[config.mk]
export PLATFORM = sky130hd
export DESIGN_NAME = sl_receiver_flat
export DESIGN_NICKNAME = d
export VERILOG_FILES = /design/src/rtl/sl_receiver_if.sv /design/src/rtl/sl_receiver.sv /design/src/flat_wrapper.sv
export SDC_FILE = /design/constraint.sdc
export NUM_CORES = 1
export LEC_CHECK = 0
export CORE_ASPECT_RATIO = 1.25
export CORE_MARGIN = 2
export CORE_UTILIZATION = 55
export CTS_BUF_LIST = sky130_fd_sc_hd__clkbuf_4
export CTS_CLUSTER_SIZE = 25
export DETAILED_ROUTE_END_ITERATION = 16
export PLACE_DENSITY = 0.89
export SLEW_MARGIN = 15
export SYNTH_ARGS = -nofsm -noshare
export SYNTH_HDL_FRONTEND = slang
export SYNTH_SLANG_ARGS = --single-unit
[constraint.sdc]
create_clock -name clk -period 2.16 [get_ports clk]
set_input_delay 0.216 -clock clk [delete_from_list [all_inputs] [get_ports clk]]
set_output_delay 0.216 -clock clk [all_outputs]
set_load 0.03 [all_outputs]
[src/rtl/sl_receiver_if.sv]
// ---------------------------------------------------------------------------
// sl_receiver_if -- bus bundle for the SL line receiver.
//
// Signals:
//   sl0, sl1          SL line pair (idle = both high, bit 0 = sl0 low only,
//                     bit 1 = sl1 low only, stop = both low)
//   wr_config_w       configuration word {freq_mode[2:0], reserved, length[5:0]}
//   wr_config_enable  load wr_config_w on this clock edge
//   r_config_w        configuration readback, reserved bit reads 0
//   data_out          last received data word, right-aligned
//   bit_count         number of data bits in the last word (parity excluded)
//   word_ready        one-cycle pulse when a word has been received
//   rx_error          one-cycle pulse on a framing error
//   parity_valid      odd parity held for the last word
//   length_valid      last word length matched the configured length
//   word_in_process   a frame is currently being received
//
// Modports: master drives the line and configuration, slave is the receiver.
// ---------------------------------------------------------------------------
interface sl_receiver_if;
   logic        sl0;
   logic        sl1;
   logic [9:0]  wr_config_w;
   logic        wr_config_enable;
   logic [9:0]  r_config_w;
   logic [31:0] data_out;
   logic [5:0]  bit_count;
   logic        word_ready;
   logic        rx_error;
   logic        parity_valid;
   logic        length_valid;
   logic        word_in_process;

   modport master (
      output sl0, sl1, wr_config_w, wr_config_enable,
      input  r_config_w, data_out, bit_count, word_ready, rx_error,
             parity_valid, length_valid, word_in_process
   );

   modport slave (
      input  sl0, sl1, wr_config_w, wr_config_enable,
      output r_config_w, data_out, bit_count, word_ready, rx_error,
             parity_valid, length_valid, word_in_process
   );
endinterface

[src/rtl/sl_receiver.sv]
// ---------------------------------------------------------------------------
// sl_receiver -- receiver for a two-wire SL symbol line.
//
// Each symbol is a bit pattern on the line (sl0 low = 0, sl1 low = 1)
// separated by idle; a stop pattern (both low) closes the frame. The last
// symbol of a frame is an odd-parity bit, the rest are data, first symbol
// most significant.
//
// Ports:
//   clk   system clock, all state changes on the rising edge
//   rst   synchronous active-high reset
//   bus   sl_receiver_if.slave (line inputs, config, result outputs)
//
// Optional feature: define SL_RX_TIMEOUT_EN to abort a frame that sees no
// accepted line change for 16 << freq_mode cycles. Without it freq_mode is
// only stored and read back.
// ---------------------------------------------------------------------------
module sl_receiver (
   input logic          clk,
   input logic          rst,
   sl_receiver_if.slave bus
);

   typedef enum logic [1:0] {WAIT_IDLE, IDLE, SYMBOL, RELEASE} state_t;

   // Line patterns as {sl1, sl0}
   localparam logic [1:0] PAT_IDLE = 2'b11;
   localparam logic [1:0] PAT_BIT0 = 2'b10;
   localparam logic [1:0] PAT_BIT1 = 2'b01;
   localparam logic [1:0] PAT_STOP = 2'b00;

   state_t      state;
   logic [1:0]  sync_a;      // first synchronizer stage
   logic [1:0]  sync_b;      // second synchronizer stage
   logic [1:0]  sync_c;      // previous synchronized sample, for acceptance
   logic [32:0] shift;       // symbols, first received ends up most significant
   logic [5:0]  count;       // symbols received in the current frame
   logic [2:0]  freq_mode;
   logic [5:0]  length;

   logic        stable;
   logic [1:0]  pat;
   logic        is_idle;
   logic        is_bit;
   logic        is_stop;
   logic        bit_val;
   logic        do_symbol;
   logic        do_stop;
   logic        unused_reserved;

   // The reserved config bit is not stored.
   assign unused_reserved = bus.wr_config_w[6];

   // A pattern is accepted once two consecutive synchronized samples agree,
   // which filters single-cycle glitches.
   assign stable    = (sync_b == sync_c);
   assign pat       = sync_b;
   assign is_idle   = stable && (pat == PAT_IDLE);
   assign is_stop   = stable && (pat == PAT_STOP);
   assign is_bit    = stable && ((pat == PAT_BIT0) || (pat == PAT_BIT1));
   assign bit_val   = (pat == PAT_BIT1);

   // A new symbol is taken only after idle separated it from the previous one
   // (RELEASE blocks re-counting a held bit). Stop only counts once a symbol
   // has been seen.
   assign do_symbol = is_bit  && ((state == IDLE) || (state == SYMBOL));
   assign do_stop   = is_stop && ((state == SYMBOL) || (state == RELEASE));

   assign bus.r_config_w = {freq_mode, 1'b0, length};

`ifdef SL_RX_TIMEOUT_EN
   logic [1:0]  last_pat;
   logic [11:0] quiet_cycles;
   logic [11:0] timeout_limit;
   logic        pat_change;

   assign timeout_limit = 12'd16 << freq_mode;
   assign pat_change    = stable && (pat != last_pat);
`endif

   // NOTE: all state here uses non-blocking assignments so every register
   // samples the pre-edge values of the others; reset is synchronous, so it
   // sits inside the clocked block rather than in the sensitivity list.
   always_ff @(posedge clk) begin
      if (rst) begin
         state                <= WAIT_IDLE;
         sync_a               <= PAT_IDLE;
         sync_b               <= PAT_IDLE;
         sync_c               <= PAT_IDLE;
         shift                <= '0;
         count                <= '0;
         freq_mode            <= 3'd0;
         length               <= 6'd32;
         bus.data_out         <= '0;
         bus.bit_count        <= '0;
         bus.word_ready       <= 1'b0;
         bus.rx_error         <= 1'b0;
         bus.parity_valid     <= 1'b0;
         bus.length_valid     <= 1'b0;
         bus.word_in_process  <= 1'b0;
`ifdef SL_RX_TIMEOUT_EN
         last_pat             <= PAT_IDLE;
         quiet_cycles         <= '0;
`endif
      end else begin
         sync_a         <= {bus.sl1, bus.sl0};
         sync_b         <= sync_a;
         sync_c         <= sync_b;
         bus.word_ready <= 1'b0;
         bus.rx_error   <= 1'b0;

         if (bus.wr_config_enable) begin
            freq_mode <= bus.wr_config_w[9:7];
            length    <= bus.wr_config_w[5:0];
         end

         if (state == WAIT_IDLE) begin
            if (is_idle) begin
               state <= IDLE;
               shift <= '0;
               count <= '0;
            end
         end else if (do_symbol) begin
            if (count == 6'd33) begin
               // 34th symbol: frame too long, drop it
               bus.rx_error        <= 1'b1;
               bus.word_in_process <= 1'b0;
               state               <= WAIT_IDLE;
            end else begin
               shift               <= {shift[31:0], bit_val};
               count               <= count + 6'd1;
               bus.word_in_process <= 1'b1;
               state               <= RELEASE;
            end
         end else if (do_stop) begin
            if (count >= 6'd2) begin
               // Drop the parity symbol; the shift register was cleared at
               // frame start, so the upper bits are already zero.
               bus.data_out     <= shift[32:1];
               bus.bit_count    <= count - 6'd1;
               bus.parity_valid <= ^shift;
               bus.length_valid <= ((count - 6'd1) == length);
               bus.word_ready   <= 1'b1;
            end else begin
               // A lone parity symbol carries no data
               bus.rx_error     <= 1'b1;
            end
            bus.word_in_process <= 1'b0;
            state               <= WAIT_IDLE;
         end else if ((state == RELEASE) && is_idle) begin
            state <= SYMBOL;
         end

`ifdef SL_RX_TIMEOUT_EN
         if (stable)
            last_pat <= pat;
         // Only a quiet line (no accepted change) ever reaches the abort,
         // so it never competes with a symbol or stop taken above.
         if ((state == SYMBOL) || (state == RELEASE)) begin
            if (pat_change) begin
               quiet_cycles <= '0;
            end else if (quiet_cycles == timeout_limit - 12'd1) begin
               bus.rx_error        <= 1'b1;
               bus.word_in_process <= 1'b0;
               state               <= WAIT_IDLE;
               quiet_cycles        <= '0;
            end else begin
               quiet_cycles <= quiet_cycles + 12'd1;
            end
         end else begin
            quiet_cycles <= '0;
         end
`endif
      end
   end

endmodule

[src/flat_wrapper.sv]
// flat-port wrapper written by rule: the top's interface ports become plain ports
module sl_receiver_flat 
  (clk, rst, bus_sl0, bus_sl1, bus_wr_config_w, bus_wr_config_enable, bus_r_config_w, bus_data_out, bus_bit_count, bus_word_ready, bus_rx_error, bus_parity_valid, bus_length_valid, bus_word_in_process);
  sl_receiver_if bus_i ();
  input logic clk;
  input logic rst;
  input wire logic [$bits(bus_i.sl0)-1:0] bus_sl0;
  input wire logic [$bits(bus_i.sl1)-1:0] bus_sl1;
  input wire logic [$bits(bus_i.wr_config_w)-1:0] bus_wr_config_w;
  input wire logic [$bits(bus_i.wr_config_enable)-1:0] bus_wr_config_enable;
  output wire logic [$bits(bus_i.r_config_w)-1:0] bus_r_config_w;
  output wire logic [$bits(bus_i.data_out)-1:0] bus_data_out;
  output wire logic [$bits(bus_i.bit_count)-1:0] bus_bit_count;
  output wire logic [$bits(bus_i.word_ready)-1:0] bus_word_ready;
  output wire logic [$bits(bus_i.rx_error)-1:0] bus_rx_error;
  output wire logic [$bits(bus_i.parity_valid)-1:0] bus_parity_valid;
  output wire logic [$bits(bus_i.length_valid)-1:0] bus_length_valid;
  output wire logic [$bits(bus_i.word_in_process)-1:0] bus_word_in_process;
  assign bus_i.sl0 = bus_sl0;
  assign bus_i.sl1 = bus_sl1;
  assign bus_i.wr_config_w = bus_wr_config_w;
  assign bus_i.wr_config_enable = bus_wr_config_enable;
  assign bus_r_config_w = bus_i.r_config_w;
  assign bus_data_out = bus_i.data_out;
  assign bus_bit_count = bus_i.bit_count;
  assign bus_word_ready = bus_i.word_ready;
  assign bus_rx_error = bus_i.rx_error;
  assign bus_parity_valid = bus_i.parity_valid;
  assign bus_length_valid = bus_i.length_valid;
  assign bus_word_in_process = bus_i.word_in_process;
  sl_receiver u_core (.clk(clk), .rst(rst), .bus(bus_i));
endmodule
# After elaboration in Yosys (flattened, before gate mapping)
# Cells that the tools add are included.
[word_totals]
ff_bits = 99
inputBits = 15
elab_cells = 75
[classes]
add_sub_neg = 2
magnitude_cmp = 1
n_eq_ne = 11
mux = 22
bitwise = 3
n_reduce_logical = 21
[op_table]
columns = ["cell", "count"]
rows = [
  ["$mux 33", 4],
  ["$reduce_xor 33->1", 1],
  ["$mux 6", 4],
  ["$mux 2", 6],
  ["$eq 2x2->1 const B", 4],
  ["$mux 1", 8],
  ["$add 6x1->6 const B", 1],
  ["$eq 6x6->1", 1],
  ["$eq 6x6->1 const B", 1],
  ["$ge 6x2->1 const B", 1],
  ["$logic_and 1x1->1", 6],
  ["$sub 6x1->6 const B", 1],
  ["$eq 2x1->1 const B", 2],
  ["$logic_not 2->1", 2],
  ["$ne 2x1->1 const B", 2],
  ["$reduce_and 2->1", 2],
  ["$reduce_and 4->1", 1],
  ["$reduce_bool 2->1", 2],
  ["$reduce_bool 4->1", 1],
  ["$reduce_or 4->1", 1],
  ["$logic_or 1x1->1", 3],
  ["$not 1->1", 3],
  ["$reduce_and 3->1", 1],
  ["$eq 2x2->1", 1],
  ["$reduce_or 2->1", 1],
]

# Depth between registers and ports, before layout
# Gate-level depths: netlist (run 1).
[logic_depth]
ltp_word = 7
depth_mapped = 9

# Worst setup path after synthesis (run 1)
# Ideal clock, no wire load.
[synth_timing]
kind = "flip-flop to flip-flop"
from = "register u_core.sync_b[0], in the netlist u_core.pat[0]"
to = "register u_core.bus.parity_valid"
t_arrival_ns = 1.805
required_time_ns = 2.036
path_slack_ns = 0.231
stages_incl_launch_ff = 9
path_buffers = 2
synth_period_minus_slack_ns = 1.929
cell_sequence = "dfxtp_1 -> inv_1 -> ha_1 -> and4_4 -> or4_1 -> buf_6 -> buf_12 -> nand3b_1 -> o211ai_2"
[synth_via]
elab_chain_cells = 6
elab_cells_between_ends = 11
[synth_lines]
columns = ["item", "line_no", "source"]
rows = [
  ["start: declaration", "sl_receiver.sv:34", "logic [1:0] sync_b;"],
  ["start signal: assignment", "sl_receiver.sv:107", "sync_b <= sync_a;"],
  ["$eq 2x2->1 / $eq 2x1->1 (equally long branches)", "sl_receiver.sv:60", "assign is_bit = stable && ((pat == PAT_BIT0) || (pat == PAT_BIT1));"],
  ["$logic_or 1x1->1", "sl_receiver.sv:60", ""],
  ["$logic_and 1x1->1", "sl_receiver.sv:60", ""],
  ["$logic_and 1x1->1", "sl_receiver.sv:66", "assign do_symbol = is_bit && ((state == IDLE) || (state == SYMBOL));"],
  ["$not 1->1 (no source line)", "--", ""],
  ["$reduce_and 4->1 (no source line) *", "--", ""],
  ["end signal: assignment", "sl_receiver.sv:141", "bus.parity_valid <= ^shift;"],
  ["end: declaration", "sl_receiver_if.sv:43", "parity_valid, length_valid, word_in_process"],
]
# Mark *: on every way between the ends. The rest lies on a longest branch, timed or not.
# A chain may end at the register's enable or synchronous reset.

# Worst setup path after layout (run 1)
[layout_timing]
from = "register u_core.sync_b[1], in the netlist u_core.pat[1]"
to = "register u_core.bus.parity_valid"
# The elaborated chain is that of the path after synthesis.

==> results of run 1 <==
-- Yosys cell counts, types with 2 or more instances --
cell | number | share of area (%)
dfxtp_1 | 99 | 48
inv_1 | 7 | 0.63
a211oi_1 | 5 | 0.91
or2_2 | 7 | 1.1
nor2_1 | 55 | 5.0
nand3b_1 | 2 | 0.36
o21ai_0 | 2 | 0.24
nor3b_1 | 2 | 0.36
xor2_1 | 6 | 1.3
buf_12 | 3 | 1.4
nand4_1 | 2 | 0.30
nor2b_1 | 2 | 0.30
a21oi_1 | 38 | 4.6
or3_1 | 2 | 0.30
buf_2 | 6 | 0.72
a22oi_1 | 34 | 6.2
buf_6 | 2 | 0.54
clkbuf_1 | 15 | 1.4
mux2i_1 | 9 | 2.2
buf_4 | 4 | 0.72
xnor2_1 | 35 | 7.4
xnor2_2 | 2 | 0.78
nand2_1 | 67 | 6.1
ha_1 | 10 | 3.0
nor3_1 | 3 | 0.36
or4_4 | 2 | 0.54
nand3_1 | 4 | 0.48
-- area by class of cell --
cell class	count	area [um2]	share of cell area, %
Multi-Input combinational cell	308	1930	38.7
Clock buffer	10	75.1	1.50
Inverter	7	26.3	0.525
Timing Repair Buffer	76	778	15.6
Tap cell	92	115	2.30
Sequential cell	99	1980	39.7
Clock inverter	6	88.8	1.78
-- flip-flops by register name (all words and copies together) (netlist names) --
signal and flops:
u_core.shift 33, u_core.sync_a 2, u_core.bus.word_ready 1, u_core.state 2, u_core.freq_mode 3, u_core.length 6
u_core.bus.rx_error 1, u_core.bus.parity_valid 1, u_core.count 6, u_core.bus.length_valid 1, u_core.bus.data_out 32, u_core.bus.word_in_process 1
u_core.bus.bit_count 6, u_core.sync_c 2, u_core.pat 2
-- worst max-delay path by stage --
stage | startpoint | end | slack, ns | cells past startpoint
after detailed placement | u_core.count[1]$_SDFFE_PP0P_ | u_core.shift[21]$_SDFFE_PP0P_ | 0.08 | 8
final | u_core.pat[1]$_SDFF_PP1_ | u_core.bus.parity_valid$_SDFFE_PP0P_ | 0.09 | 8
after floorplan | u_core.pat[0]$_SDFF_PP1_ | u_core.bus.parity_valid$_SDFFE_PP0P_ | 0.23 | 8
after global routing | u_core.pat[1]$_SDFF_PP1_ | u_core.bus.parity_valid$_SDFFE_PP0P_ | 0.01 | 8
after CTS | u_core.pat[0]$_SDFF_PP1_ | u_core.bus.parity_valid$_SDFFE_PP0P_ | 0.04 | 8
after global placement | u_core.pat[0]$_SDFF_PP1_ | u_core.bus.parity_valid$_SDFFE_PP0P_ | 0.14 | 8
-- cell families after synthesis --
kind of cell	count (synthesis)	synth area share, %
fa+ha+maj	10	3.02
simple gates	157	17.3
mux	9	2.17
flops	99	47.8
xor+xnor	44	9.99
compound gates	87	14.1
other cells	1	0.0905
buf+inv	38	5.55
-- per-layer routing --
layer  global-route usage, %  vias to the layer above  wire, um
met4                    10.4                        0       199
met3                    4.75                       15       290
met2                    38.0                       65      4620
met1                    25.1                     1543      3400
met5                       0                        -         0
li1                        -                     1603         -
-- through the flow --
step | area [um2] | setup WS (ns)
global route | 5000 | 0.0107
global placement | 4830 | 0.143
detailed placement | 4830 | 0.0823
finish | 5000 | 0.0928
floorplan | 4150 | 0.231
CTS | 5000 | 0.0360
-- power by group --
part	total [mW]	switching (mW)	internal [mW]
combinational	0.354	0.218	0.135
sequential	1.87	0.0204	1.85
clock	1.09	0.605	0.485
total	3.31	0.843	2.47
-- timing repair --
item                                    4_1_cts  5_1_grt
gates resized for setup                       0        3
endpoints found under the setup margin        0       16
hold endpoints to repair                      0        0
-- worst max-delay path, delay by kind of cell (launching register included) --
kind                       cells  cell delay (ns)
buffers and inverters          2             0.28
and+or+nand+nor                4             0.87
adders and majority gates      1             0.30
AOI/OAI and AO/OA              1             0.13
DFF                            1             0.43
==> flow_metrics.py, run 1 <==
metrics = {
    "placed_design": {
        "placed_cells": 582,
        "gp_congestion": 0.880,
        "port_buffers": 65,
        "place_hpwl_mm": 5.88,
    },
    "critical_path": {
        "ff2ff_path_depth": 8,
        "cp_cell_sequence": "inv_1 -> ha_1 -> and4_4 -> or4_1 -> buf_12 -> nor2_2 -> nand2_1 -> o211ai_2",
        "cpMaxStageDelayCell": "or4_1",
        "endpoint_kind": "flip-flop",
        "cp_max_fo": 26,
        "start_kind": "flip-flop",
        "required_ns": 2.55,
        "reg2reg_to": "u_core.bus.parity_valid$_SDFFE_PP0P_",
        "r2r_start": "u_core.pat[1]$_SDFF_PP1_",
        "crit_type": "flip-flop to flip-flop",
        "max_stage_delay_ns": 0.47,
        "r2r_slack_ns": 0.09,
        "critPathArrivalTime_ns": 2.46,
    },
    "floorplanning": {
        "fp.dieArea_um2": 8250,
        "die_y_um": 101,
        "core_area_um2": 7360,
        "die_w_um": 81.7,
        "fp-row-count": 35,
        "io_pins": 68,
        "initial_core_util_pct": 56.3,
    },
    "worst_hold_path": {
        "hp-class": "primary input to flip-flop",
        "min_to": "u_core.shift[17]$_SDFFE_PP0P_",
        "min_delay_path_depth": 2,
        "hp-start": "rst",
    },
    "timing": {
        "setup_viol": 0,
        "maxSlewHeadroom_pct": 51.2,
        "setup-tns-final_ns": 0,
        "fin_skew_ns": 0.0253,
        "holdWs_ns": 0.294,
        "hold_viol": 0,
        "tightest_slew_ns": 0.732,
        "layout_min_cycle_time_ns": 2.07,
        "finalCritPeriodShare_pct": 95.7,
        "rsz0062_at_grt": "no",
        "clock.fmax_ghz": 0.484,
        "slew_viol_final": 0,
    },
    "route": {
        "avgViaCountPerCell": 5.39,
        "drtIter0Drc": 223,
        "drt-wirelength-per-cell_um": 14.2,
        "vias": 3226,
        "wirelength_mm": 8.52,
        "drtAntennaViolNets": 0,
        "drc_errors": 0,
        "firstDrtPassIters": 4,
    },
    "synthesis": {
        "synth_cells": 445,
        "async_flop_share_pct": 0,
        "netlist-cell-type-count": 47,
        "yosysSeqAreaShare_pct": 47.8,
        "syn_nets": 470,
        "ys_warn_count": 0,
        "synth_ff_type": "dfxtp_1",
        "synth_edf_count": 0,
        "syn_area_um2": 4150,
        "ys_seq_elements": 99,
        "avgSynthCellArea_um2": 9.32,
    },
    "cells_and_area": {
        "fillers": 559,
        "fin_util_pct": 68.0,
        "stdcell_count": 598,
        "layout_commonest_cell": "dfxtp_1",
        "drive_above_1_share_pct": 9.68,
        "diodes": 0,
        "area_delta_synth_final_pct": 20.7,
        "most-common-layout-cells": "dfxtp_1 (97), nand2_1 (67), clkdlybuf4s50_1 (64)",
        "final_nets": 526,
    },
    "global_routing": {
        "antenna_found_initial": 0,
        "grt_overflow": 0,
        "grt_use_total_pct": 21.9,
        "grt_pass1_vias": 3053,
        "grt_pass1_wl_mm": 13.9,
        "grt_start_max_net_pins": 56,
    },
    "clock_tree": {
        "clk_pin_slew_worst_paths_ns": 0.15,
        "clk_path_buf_depth": 2,
        "clock_tree.root_cell": "clkbuf_4",
        "clock-sinks": 99,
        "cts_tree": "done",
        "cts_max_level": 3,
        "clock_latency_ns": 0.46,
        "cts-buffers-inserted": 9,
        "postCtsSetupRepairBufs": 0,
        "postCtsHoldBufs": 0,
    },
    "outcome": {
        "status": "completed",
    },
    "power": {
        "powerDensity_nw_per_um2": 663,
        "power_mw": 3.31,
        "power_leakage_nw": 1.73,
        "ir_drop_mv": 0.497,
    },
    "job": {
        "cap_violations": 0,
    },
}
No activity file was read; power rests on OpenSTA's default activity.
==> run 2, diff against run 1 <==
- CORE_MARGIN: 2 -> 1
==> run 2 against run 1 <==
  * Sequential power hardly changed
  * Register-to-register slack better by 0.02 ns
  * Critical path type unchanged
  * Highest routed layer unchanged
  * Die area fell by 4.4%
  * Largest cell class unchanged
  * Final area is 0.40% lower
  * Global-route usage up 0.45 points
==> flow_metrics.py, run 2 (synthesized netlist as in run 1, its figures left out) <==
metrics = {
    "route": {
        "drt-wirelength-per-cell_um": 13.8,
        "drc_errors": 0,
        "vias": 3267,
        "wirelength_mm": 8.28,
        "avgViaCountPerCell": 5.43,
        "drtIter0Drc": 201,
        "firstDrtPassIters": 5,
        "drtAntennaViolNets": 0,
    },
    "critical_path": {
        "cp_max_fo": 33,
        "start_kind": "flip-flop",
        "required_ns": 2.51,
        "crit_type": "flip-flop to flip-flop",
        "critPathArrivalTime_ns": 2.39,
        "startpoint": "u_core.count[1]$_SDFFE_PP0P_",
        "ff2ff_path_depth": 8,
        "endpoint_kind": "flip-flop",
        "r2r_start": "u_core.count[1]$_SDFFE_PP0P_",
    },
    "timing": {
        "slew_viol_final": 0,
        "setup_viol": 0,
        "fin_skew_ns": 0.0265,
        "layout_min_cycle_time_ns": 2.05,
        "hold_viol": 0,
        "tightest_slew_ns": 0.527,
        "finalCritPeriodShare_pct": 94.7,
        "setup-tns-final_ns": 0,
        "maxSlewHeadroom_pct": 64.7,
        "rsz0062_at_grt": "no",
        "clock.fmax_ghz": 0.489,
    },
    "power": {
        "power_leakage_nw": 1.73,
        "powerDensity_nw_per_um2": 644,
        "ir_drop_mv": 0.368,
        "power_mw": 3.21,
    },
    "floorplanning": {
        "die_w_um": 79.7,
        "die_y_um": 99.1,
        "io_pins": 68,
        "fp-row-count": 35,
        "core_area_um2": 7310,
        "initial_core_util_pct": 56.7,
        "fp.dieArea_um2": 7890,
    },
    "job": {
        "cap_violations": 0,
    },
    "placed_design": {
        "place_hpwl_mm": 5.73,
        "placed_cells": 584,
        "placed_area_um2": 4820,
        "port_buffers": 65,
        "gp_congestion": 0.892,
    },
    "cells_and_area": {
        "layout_commonest_cell": "dfxtp_1",
        "most-common-layout-cells": "dfxtp_1 (97), nand2_1 (67), clkdlybuf4s50_1 (64)",
        "regMostFlops": "u_core.shift",
        "postLayoutCellArea_um2": 4980,
        "area_delta_synth_final_pct": 20.2,
        "fin_util_pct": 68.1,
        "drive_above_1_share_pct": 10.2,
        "final_nets": 529,
        "stdcell_count": 602,
        "top_regs": "u_core.shift (33), u_core.bus.data_out (32)",
        "fillers": 556,
        "largest_reg_flops": 33,
    },
    "clock_tree": {
        "clk_path_buf_depth": 2,
        "clock_latency_ns": 0.46,
        "clock-sinks": 99,
        "clock_tree.root_cell": "clkbuf_4",
        "postCtsHoldBufs": 0,
        "cts-buffers-inserted": 9,
        "cts_tree": "done",
        "clk_pin_slew_worst_paths_ns": 0.14,
        "cts_max_level": 3,
    },
    "global_routing": {
        "grt_start_max_net_pins": 43,
        "grt_pass1_wl_mm": 13.8,
        "met1_usage_pct": 26.2,
        "grt_overflow": 0,
        "grt_pass1_vias": 2946,
        "antenna_found_initial": 1,
        "use_met3_pct": 4.07,
        "grt_use_total_pct": 22.3,
        "busiest_layer": "met2",
        "grtUsageMet2_pct": 38.3,
    },
    "outcome": {
        "status": "completed",
    },
    "worst_hold_path": {
        "min_delay_path_depth": 2,
        "hp-class": "primary input to flip-flop",
        "hp-start": "rst",
    },
}
[run 2: area by class of cell]
cell class                 count  area (um2)  area share, %
antenna                        1        2.50         0.0502
clock inverter                 6        65.1           1.31
sequential                    99        1980           39.8
tap                           92         115           2.31
multi-input combinational    308        1930           38.8
timing repair buffer          79         779           15.6
clock buffer                  10        75.1           1.51
inverter                       7        26.3          0.527
[run 2: final timing paths]
kind	slack [ns]	endpoint
worst max-delay path	0.11	u_core.shift[1]$_SDFFE_PP0P_
worst min register to register	0.43	u_core.pat[0]$_SDFF_PP1_
worst min-delay path	0.12	u_core.shift[9]$_SDFFE_PP0P_
worst max register to register	0.11	u_core.shift[1]$_SDFFE_PP0P_
[run 2: critical path, stage by stage, from the launching register on]
cell,delay [ns]
dfxtp_2,0.39
inv_1,0.10
ha_1,0.14
nand2_1,0.06
or4_4,0.46
and3_2,0.30
buf_12,0.19
a22oi_1,0.23
nor2_1,0.07
[run 2: metrics by stage]
step	setup WS (ns)	hold WS, ns
after floorplan	0.231	0.295
after global placement	0.186	0.392
after detailed placement	0.0656	0.395
after CTS	0.0528	0.0959
after global routing	0.00737	0.125
final	0.113	0.123
[run 2: routing by layer]
| metal | routed length, um | part of all wire, % | vias up |
|---|---|---|---|
| li1 | - | - | 1607 |
| met1 | 3440 | 42 | 1548 |
| met2 | 4290 | 52 | 96 |
| met3 | 351 | 4.2 | 16 |
| met4 | 198 | 2.4 | 0 |
| met5 | 0 | 0 | - |
[run 2: repair_timing]
action / 4_1_cts / 5_1_grt
setup endpoints to repair: 0 / 35
resized for setup: 0 / 4
setup buffers: 0 / 1
[run 2: power by group]
part	leakage, nW	internal [mW]	switching, mW
clock network	0.0784	0.369	0.606
logic	0.852	0.141	0.220
registers	0.801	1.85	0.0197
total	1.73	2.36	0.845
==> run 3, diff against run 2 <==
--- a/config.mk
+++ b/config.mk
@@ -8,9 +8,10 @@
 export CORE_ASPECT_RATIO = 1.25
 export CORE_MARGIN = 1
-export CORE_UTILIZATION = 55
+export CORE_UTILIZATION = 59
 export CTS_BUF_LIST = sky130_fd_sc_hd__clkbuf_4
 export CTS_CLUSTER_SIZE = 25
 export DETAILED_ROUTE_END_ITERATION = 16
-export PLACE_DENSITY = 0.89
+export GPL_TIMING_DRIVEN = 0
+export PLACE_DENSITY = 0.94
 export SLEW_MARGIN = 15
 export SYNTH_ARGS = -nofsm -noshare
==> constraint.sdc (replaced) <==
create_clock -name clk -period 2.55 [get_ports clk]
set_input_delay 0.255 -clock clk [delete_from_list [all_inputs] [get_ports clk]]
set_output_delay 0.255 -clock clk [all_outputs]
set_load 0.005 [all_outputs]
==> run 3 against run 2 <==
  * Critical path depth is 1 higher
  * Sequential share of layout area decreased by 0.45 points
  * Cell count is 1.5% higher
  * Core utilization is 7.1 points higher
  * Global-route usage up 3.5 points
  * Worst setup slack lost 0.046 ns
  * Non-clock buffer count increased by 16
  * Largest cell class unchanged
==> flow_metrics.py, run 3 (synthesized netlist as in run 1, its figures left out) <==
metrics = {
    "global_routing": {
        "grt_pass1_vias": 3246,
        "grt_start_max_net_pins": 17,
        "grt_overflow": 0,
        "antenna_found_initial": 0,
        "grt_pass1_wl_mm": 14.8,
        "grt_use_total_pct": 25.8,
    },
    "cells_and_area": {
        "layout_commonest_cell": "dfxtp_1",
        "final_nets": 545,
        "largest_reg_flops": 33,
        "most-common-layout-cells": "dfxtp_1 (99), nand2_1 (67), clkdlybuf4s50_1 (64)",
        "stdcell_count": 611,
        "fin_util_pct": 75.2,
        "postLayoutCellArea_um2": 5030,
        "drive_above_1_share_pct": 9.54,
        "regMostFlops": "u_core.shift",
        "area_delta_synth_final_pct": 21.4,
        "diodes": 0,
        "top_regs": "u_core.shift (33), u_core.bus.data_out (32)",
    },
    "outcome": {
        "status": "completed",
    },
    "power": {
        "power_leakage_nw": 1.76,
        "ir_drop_mv": 0.325,
        "intPower_mw": 1.99,
        "p_sw_uw": 698,
        "powerDensity_nw_per_um2": 535,
        "comb_power_share_pct": 10.7,
        "seq_power_share_pct": 58.9,
        "p_clk_share_pct": 30.4,
        "power.share.switching_pct": 26.0,
        "power_mw": 2.69,
    },
    "critical_path": {
        "endpoint_kind": "flip-flop",
        "crit_type": "flip-flop to flip-flop",
        "cp_max_fo": 8,
        "critPathArrivalTime_ns": 2.86,
        "required_ns": 2.92,
        "r2r_slack_ns": 0.07,
        "start_kind": "flip-flop",
    },
    "clock_tree": {
        "postCtsSetupRepairBufs": 0,
        "clk_pin_slew_worst_paths_ns": 0.14,
        "clock_tree.root_cell": "clkbuf_4",
        "cts_max_level": 3,
        "clock-sinks": 99,
        "cts_tree": "done",
        "cts_resized": 0,
        "clk_path_buf_depth": 2,
        "postCtsHoldBufs": 0,
        "cts-buffers-inserted": 9,
        "clock_latency_ns": 0.44,
    },
    "route": {
        "drtAntennaViolNets": 0,
        "vias": 3391,
        "drc_errors": 0,
        "avgViaCountPerCell": 5.55,
        "drtIter0Drc": 265,
        "wirelength_mm": 9.12,
        "firstDrtPassIters": 6,
        "drt-wirelength-per-cell_um": 14.9,
    },
    "floorplanning": {
        "core_area_um2": 6690,
        "die_w_um": 77.0,
        "io_pins": 68,
        "initial_core_util_pct": 62.0,
        "fp.dieArea_um2": 7370,
        "die_y_um": 95.7,
        "fp-row-count": 33,
    },
    "timing": {
        "hold_viol": 0,
        "rsz0062_at_grt": "no",
        "setup_viol": 0,
        "holdWs_ns": 0.365,
        "clock.fmax_ghz": 0.403,
        "maxSlewHeadroom_pct": 56.3,
        "slew_viol_final": 0,
        "worst_slack_ns": 0.0677,
        "layout_min_cycle_time_ns": 2.48,
        "finalCritPeriodShare_pct": 97.3,
        "tightest_slew_ns": 0.656,
        "setup-tns-final_ns": 0,
        "fin_skew_ns": 0.0143,
    },
    "placed_design": {
        "pre_cts_slack_ns": 0.294,
        "port_buffers": 64,
        "place_hpwl_mm": 6.41,
        "gp_congestion": 0.821,
        "placed_area_um2": 4890,
        "placed_cells": 596,
    },
    "job": {
        "cap_violations": 0,
    },
    "worst_hold_path": {
        "hp-class": "primary input to flip-flop",
    },
}
==> run 3: changes by cell type in the layout (fill, tap and decap cells not counted), sizes merged <==
cell / delta
clkinv: -3
clkinvlp: +2
diode: -1
clkbuf: +16
==> run 3: layout make-up <==
cell class              instances  area (um2)
clock buffers                  10        75.1
plain buffers                  31         204
flip-flops and latches         99        1980
clock inverters                 5        62.6
fillers                       465        1660
repair buffers                 64         641
well taps                      87         109
multi-input cells             308        1930
inverters                       7        26.3
==> run 3: worst max-delay path, stage by stage (launching register included) <==
cell	delay [ns]
dfxtp_1	0.40
clkbuf_1	0.36
inv_1	0.12
ha_1	0.24
nor3b_1	0.15
xnor2_1	0.26
xnor2_1	0.11
nor4_1	0.35
nand4_1	0.20
a21oi_1	0.21
==> run 3: routing by layer <==
metal | global-route usage (%) | wire length (um) | vias up
met5 | 0 | 0 | -
met4 | 13.8 | 291 | 0
met3 | 5.21 | 517 | 30
met2 | 45.9 | 4610 | 124
met1 | 29.2 | 3700 | 1587
li1 | - | - | 1650
==> run 3: path summary, 6_finish.rpt <==
check                                                   from                              endpoint  cells past startpoint
worst min register to register   u_core.sync_a[1]$_SDFF_PP1_              u_core.pat[1]$_SDFF_PP1_                      1
worst min-delay path                                 bus_sl1           u_core.sync_a[1]$_SDFF_PP1_                      2
worst max-delay path            u_core.count[0]$_SDFFE_PP0P_  u_core.bus.length_valid$_SDFFE_PP0P_                      9
worst max register to register  u_core.count[0]$_SDFFE_PP0P_  u_core.bus.length_valid$_SDFFE_PP0P_                      9
==> run 3: power groups by stage <==
stage	Clock (mW)	Combinational [mW]	Sequential, mW
floorplan	0	0.190	1.62
global placement	0	0.271	1.62
global route	0.911	0.310	1.59
CTS	0.831	0.285	1.59
finish	0.818	0.288	1.58
detailed placement	0	0.283	1.62
